$ cat config.mk
export PLATFORM = sky130hd
export DESIGN_NAME = spi_tx_scheduler
export DESIGN_NICKNAME = d
export VERILOG_FILES = /design/src/rtl/spi_frame_pkg.sv /design/src/rtl/rr_arbiter.sv /design/src/rtl/spi_tx_scheduler.sv
export SDC_FILE = /design/constraint.sdc
export NUM_CORES = 1
export LEC_CHECK = 0
export ABC_AREA = 1
export CELL_PAD_IN_SITES_DETAIL_PLACEMENT = 1
export CELL_PAD_IN_SITES_GLOBAL_PLACEMENT = 1
export CORE_ASPECT_RATIO = 0.7
export CORE_MARGIN = 1.5
export CORE_UTILIZATION = 32
export DETAILED_ROUTE_END_ITERATION = 16
export PLACE_DENSITY_LB_ADDON = 0.1
export SYNTH_ARGS = -nofsm -noshare
export SYNTH_HDL_FRONTEND = slang
export SYNTH_HIERARCHICAL = 1
export SYNTH_SLANG_ARGS = --single-unit
$ cat constraint.sdc
create_clock -name clk -period 2.6 [get_ports clk]
set_clock_uncertainty 0.05 [all_clocks]
set_input_delay 0.78 -clock clk [delete_from_list [all_inputs] [get_ports clk]]
set_output_delay 0.78 -clock clk [all_outputs]
set_load 0.02 [all_outputs]
$ cat src/rtl/spi_frame_pkg.sv
// spi_frame_pkg: frame byte constants and scheduler state encoding shared with host-side decoders
package spi_frame_pkg;
  localparam logic [7:0] SOF = 8'hA5;
  localparam logic [7:0] IDLE_CH = 8'hFF;
  localparam logic [7:0] PAD = 8'hFF;
  typedef enum logic [2:0] {ST_IDLE, ST_HDR, ST_CHAN, ST_LEN, ST_PAY, ST_CSUM, ST_PAD} state_t;
endpackage

$ cat src/rtl/rr_arbiter.sv
// rr_arbiter: combinational round-robin pick (lowest requester at or above i_ptr, wrapping); in: i_req, i_ptr; out: o_grant_valid, o_grant_id
module rr_arbiter #(
  parameter int N_CH = 4,
  parameter int CH_W = $clog2(N_CH)
) (
  input  logic [N_CH-1:0] i_req,
  input  logic [CH_W-1:0] i_ptr,
  output logic            o_grant_valid,
  output logic [CH_W-1:0] o_grant_id
);
  always_comb begin
    o_grant_id = '0;
    for (int i = N_CH - 1; i >= 0; i--)
      if (i_req[(int'(i_ptr) + i) % N_CH]) o_grant_id = CH_W'((int'(i_ptr) + i) % N_CH);
  end
  assign o_grant_valid = |i_req;
endmodule

$ cat src/rtl/spi_tx_scheduler.sv
// spi_tx_scheduler: one SPI frame per chip-select window (SOF, channel, length, payload, XOR checksum, pad); in: clk, rst_n, ssel_*, byte_sent, req/req_len/rd_data/rd_empty; out: tx_data, tx_enable, pop, grant_*, frame_done/abort, underrun
module spi_tx_scheduler
  import spi_frame_pkg::*;
#(
  parameter int N_CH = 4,
  parameter int CH_W = $clog2(N_CH)
) (
  input  logic              clk,
  input  logic              rst_n,
  input  logic              ssel_active,
  input  logic              ssel_start,
  input  logic              byte_sent,
  output logic [7:0]        tx_data,
  output logic              tx_enable,
  input  logic [N_CH-1:0]   req,
  input  logic [8*N_CH-1:0] req_len,
  input  logic [8*N_CH-1:0] rd_data,
  input  logic [N_CH-1:0]   rd_empty,
  output logic [N_CH-1:0]   pop,
  output logic              grant_valid,
  output logic [CH_W-1:0]   grant_id,
  output logic              frame_done,
  output logic              frame_abort,
  output logic              underrun
);
  state_t r_state, w_next;
  logic [CH_W-1:0] r_ptr, r_gid, w_arb_gid;
  logic r_gv, r_en, r_done, r_abort, r_under, w_arb_gv;
  logic [7:0] r_cnt, r_csum, r_tx;
  logic w_adv, w_drop, w_pop_en;
  logic [7:0] w_len, w_pay, w_chan;
  rr_arbiter #(.N_CH(N_CH), .CH_W(CH_W)) u_arb (
    .i_req(req), .i_ptr(r_ptr), .o_grant_valid(w_arb_gv), .o_grant_id(w_arb_gid)
  );
  assign w_adv = byte_sent && ssel_active;
  assign w_drop = !ssel_active && r_state != ST_IDLE;
  assign w_pop_en = w_adv && (r_state == ST_LEN || r_state == ST_PAY) && r_cnt != 8'd0;
  assign w_len = req_len[w_arb_gid*8 +: 8];
  assign w_pay = rd_empty[r_gid] ? 8'h00 : rd_data[r_gid*8 +: 8];
  assign w_chan = r_gv ? 8'(r_gid) : IDLE_CH;
  always_comb begin
    w_next = r_state;
    if (r_state == ST_IDLE) w_next = ssel_start ? ST_HDR : ST_IDLE;
    else if (!ssel_active) w_next = ST_IDLE;
    else if (byte_sent)
      case (r_state)
        ST_HDR:          w_next = ST_CHAN;
        ST_CHAN:         w_next = ST_LEN;
        ST_LEN, ST_PAY:  w_next = r_cnt != 8'd0 ? ST_PAY : ST_CSUM;
        ST_CSUM:         w_next = ST_PAD;
        default:         w_next = r_state;
      endcase
  end
  always_ff @(posedge clk or negedge rst_n)
    if (!rst_n) begin
      r_state <= ST_IDLE;
      r_ptr <= '0;
      r_gid <= '0;
      r_gv <= 1'b0;
      r_en <= 1'b0;
      r_done <= 1'b0;
      r_abort <= 1'b0;
      r_under <= 1'b0;
      r_cnt <= 8'd0;
      r_csum <= 8'd0;
      r_tx <= SOF;
    end else begin
      r_state <= w_next;
      r_en <= 1'b1;
      r_done <= r_state == ST_CSUM && w_adv;
      r_abort <= w_drop && r_gv && r_state != ST_PAD;
      if (w_pop_en && rd_empty[r_gid]) r_under <= 1'b1;
      if (w_drop) begin
        r_tx <= SOF;
        r_gv <= 1'b0;
      end else if (r_state == ST_IDLE && ssel_start) begin
        r_gv <= w_arb_gv;
        r_gid <= w_arb_gid;
        r_cnt <= w_arb_gv ? w_len : 8'd0;
        r_csum <= 8'd0;
        r_tx <= SOF;
      end else if (w_adv)
        case (r_state)
          ST_HDR: begin
            r_tx <= w_chan;
            r_csum <= w_chan;
          end
          ST_CHAN: begin
            r_tx <= r_cnt;
            r_csum <= r_csum ^ r_cnt;
          end
          ST_LEN, ST_PAY:
            if (r_cnt != 8'd0) begin
              r_tx <= w_pay;
              r_csum <= r_csum ^ w_pay;
              r_cnt <= r_cnt - 8'd1;
            end else r_tx <= r_csum;
          ST_CSUM: begin
            r_tx <= PAD;
            if (r_gv) r_ptr <= int'(r_gid) == N_CH - 1 ? '0 : r_gid + CH_W'(1);
          end
          default: r_tx <= r_tx;
        endcase
    end
  assign pop = w_pop_en ? N_CH'(1) << r_gid : '0;
  assign tx_data = r_tx;
  assign tx_enable = r_en;
  assign grant_valid = r_gv;
  assign grant_id = r_gid;
  assign frame_done = r_done;
  assign frame_abort = r_abort;
  assign underrun = r_under;
endmodule

==> impl_metrics.tcl, run 1 <==
set metrics [dict create \
    fin_ws_ns 0.0687 \
    ir_drop_v 0.000366 \
    ys_types 39 \
    die_y_um 85.7 \
    start_kind "flop" \
    insertedDiodeCount 0 \
    fin_util_pct 50.7 \
    synth_top_area_share_pct 25.6 \
    ctsHoldBuffers 0 \
    overflow 0 \
    synth-compound-area-share_pct 11.7 \
    drive_gt1_share_pct 18.2 \
    first_pass_iters 4 \
    cts-root-buf "clkbuf_16" \
    yosys-top-cells-area "dfrtp_1 26%, nand2_1 21%, nand3_1 12%, inv_1 8.2%, o21ai_0 4.6%" \
    cp_max_fo 5 \
    synth_enable_flop_cells 0 \
    post_dp_cell_area_um2 4430 \
    cts_inserted_buffers 5 \
    total_power_mw 4.65 \
    final-seq-area_um2 906 \
    yosys.area_share.simple_pct 44.8 \
    hold_viol 0 \
    ys_seq_area_share_pct 29.0 \
    cpPeakStageDelay_ns 0.41 \
    gp_congestion 0.905 \
    finalNetCount 734 \
    htreeDepth 2 \
    crit_cells 10 \
    ys_warn_count 6 \
    synthAdderAreaFrac_pct 2.00 \
    end_kind "output port" \
    initial_core_util_pct 33.7 \
    cp_top_family "simple AND/OR/NAND/NOR gates" \
    powerDensity_nw_per_um2 987 \
    layout_min_cycle_time_ns 2.53 \
    ys_seq_elements 36 \
    dp_hpwl_um 9350 \
    setup_violations 0 \
    syn_area_um2 3130 \
    synth_xor_area_share_pct 0.560 \
    p_leak_nw 2.37 \
    reg2reg_depth 15 \
    synthTopCellsByCount "176 x nand2_1, 74 x nand3_1, 68 x inv_1, 37 x nor2_1, 32 x dfrtp_1" \
    path_clk_slew_ns 0.06 \
    maxSlewHeadroom_pct 63.9 \
    async_flop_share_pct 100 \
    whs_ns 0.432 \
    clk_latency_ns 0.29 \
    cp.required_ns 1.77 \
    multi_input_area_um2 1920 \
    preCtsSetupSlack_ns -0.587 \
    yosys.area.top_type "dfrtp_1" \
    antenna_found_initial 0 \
    io_pins 96 \
    synthToLayoutAreaGrowth_pct 50.7 \
    viasPerCell 4.95 \
    tritoncts "done" \
    wirelength_um 12100 \
    drv_slew 0 \
    vias 3846 \
    r2r-end "r_cnt[0]" \
    synth_nets 601 \
    final_area_um2 4710 \
    status "finished, final reports clean" \
    cap_violations 0 \
    crit_buf_inv 3 \
    first_global_vias 3902 \
    yosysMostFrequentCell "nand2_1" \
    core_region_area_um2 9290 \
    core.rowCount 29 \
    grt_max_degree 37 \
    hold_path.class "flop to flop" \
    path_class "flop to output port" \
    crit_path_start "r_cnt[1]" \
    synthCells 519 \
    instances_no_fill 777 \
    r2r_start "r_ptr[0]" \
    synth_top_family_by_area "simple AND/OR/NAND/NOR gates" \
    reg2reg_slack_ns 0.27 \
    detail-route-antenna-nets 0 \
    cp_slowest_cell "dfrtp_1" \
    arrival_ns 1.70 \
    crit_chain "inv_2 -> ha_4 -> inv_2 -> nor2_2 -> nand2_2 -> nor2_4 -> nor2_2 -> nand2_2 -> nor2_1 -> buf_4" \
    grt_use_total_pct 23.9 \
    hold_depth 2 \
    die_x_um 121 \
    finalSetupTns_ns 0 \
    critical_path.endpoint "pop[0]" \
    period_share_pct 97.4 \
    synth_flop_cell "dfrtp_1" \
    tightest_slew_ns 0.539 \
    grt_pass1_wl_um 19600 \
    drtIter0Drc 240 \
    syn_area_per_cell_um2 6.02 \
    die-area_um2 10400 \
    synth_mux_area_share_pct 0 \
    cts.sinks 36 \
    io_buffers 95 \
    wire_per_inst_um 15.6 \
    detail_route.drc_violations 0 \
    fillers 1261 \
    max_freq_mhz 395 \
    min-delay-start "tx_data[6]" \
    clockBufferDepth 2 \
    place_inst 760 \
]
==> placed cells by master (no fill, tap or decap), types with 2 or more instances in the layout <==
master	n
nand2_1	166
clkdlybuf4s50_1	85
nand3_1	71
inv_1	57
buf_4	46
nor2_1	33
dfrtp_1	32
inv_2	21
o21ai_0	21
nand2_2	16
a21oi_1	12
o21ai_1	10
o22ai_1	7
nor2_2	6
nor2_4	6
clkbuf_16	5
nand3_2	4
ha_1	4
dlymetal6s2s_1	4
dfstp_2	4
o31ai_1	3
o211ai_1	3
nor3_1	3
a31oi_1	3
nand3b_1	3
or2_1	3
clkinvlp_4	2
nand4_1	2
a22oi_1	2
clkbuf_1	2
dlygate4sd2_1	2
buf_6	2
==> how the worst min path moves through the flow <==
stage	end	slack, ns
6_report	tx_data[6]	0.43
5_1_grt	tx_data[0]	0.46
4_1_cts	tx_data[6]	0.44
3_5_place_dp	tx_data[0]	0.41
3_3_place_gp	tx_data[0]	0.41
2_1_floorplan	frame_abort	0.43
==> power by group <==
group / switching, mW / internal [mW]
sequential: 0.209 / 0.798
clock: 0.243 / 0.358
combinational: 1.84 / 1.21
total: 2.29 / 2.36
==> sequential cells by signal (all words and copies together) (netlist names) <==
register     cells
frame_abort      1
frame_done       1
grant_id         2
grant_valid      1
r_cnt            8
r_csum           8
r_ptr            2
r_state          3
tx_data          8
tx_enable        1
underrun         1
==> repair_timing <==
| action | in CTS | in global routing |
|---|---|---|
| endpoints found under the setup margin | 11 | 12 |
| pin swaps | 7 | 10 |
| buffers inserted | 4 | 4 |
| cloned | 1 | 0 |
| gates resized for setup | 37 | 31 |
==> worst reg2reg max path, cell delays in order (launching register included) <==
cell        delay, ns
dfrtp_1          0.53
inv_2            0.16
nand2_2          0.11
nand2_1          0.06
nand2_1          0.07
nand2_2          0.07
nand2_2          0.08
nand2_1          0.05
nand2_1          0.05
nand2_1          0.06
inv_2            0.12
clkinvlp_4       0.17
o21ai_0          0.23
o22ai_1          0.11
a22oi_1          0.18
a21oi_1          0.10
==> metal layers <==
layer	wire length [um]	global-route usage [%]	vias up
met5	0	0	-
met4	57	3.85	0
met3	597	3.59	7
met2	5510	37.4	85
met1	5960	35.3	1836
li1	-	-	1918
==> final cells by class <==
cell class	count	share of cell area (%)
repair buffers	139	27.3
flip-flops and latches	36	19.2
inverters	79	6.37
repair inverters	1	0.159
clock inverters	1	0.186
clock buffers	7	2.81
multi-input cells	390	40.7
well taps	124	3.29
==> logic make-up after synthesis <==
family,count (synthesis)
xor+xnor,2
buf+inv,93
other cells,1
simple gates,317
compound gates,65
flops,36
fa+ha+maj,5
No activity file was read; power rests on OpenSTA's default activity.
==> inputs of run 2 (changes only) <==
--- a/config.mk
+++ b/config.mk
@@ -13,6 +13,7 @@
 export CORE_UTILIZATION = 32
 export DETAILED_ROUTE_END_ITERATION = 16
 export PLACE_DENSITY_LB_ADDON = 0.1
+export SKIP_LAST_GASP = 1
 export SYNTH_ARGS = -nofsm -noshare
 export SYNTH_HDL_FRONTEND = slang
 export SYNTH_HIERARCHICAL = 1
==> results of run 2 <==
The final DEF is identical to that of run 1; final timing and power are the same.
Among the figures that moved: number of gates resized after CTS 37 -> 36
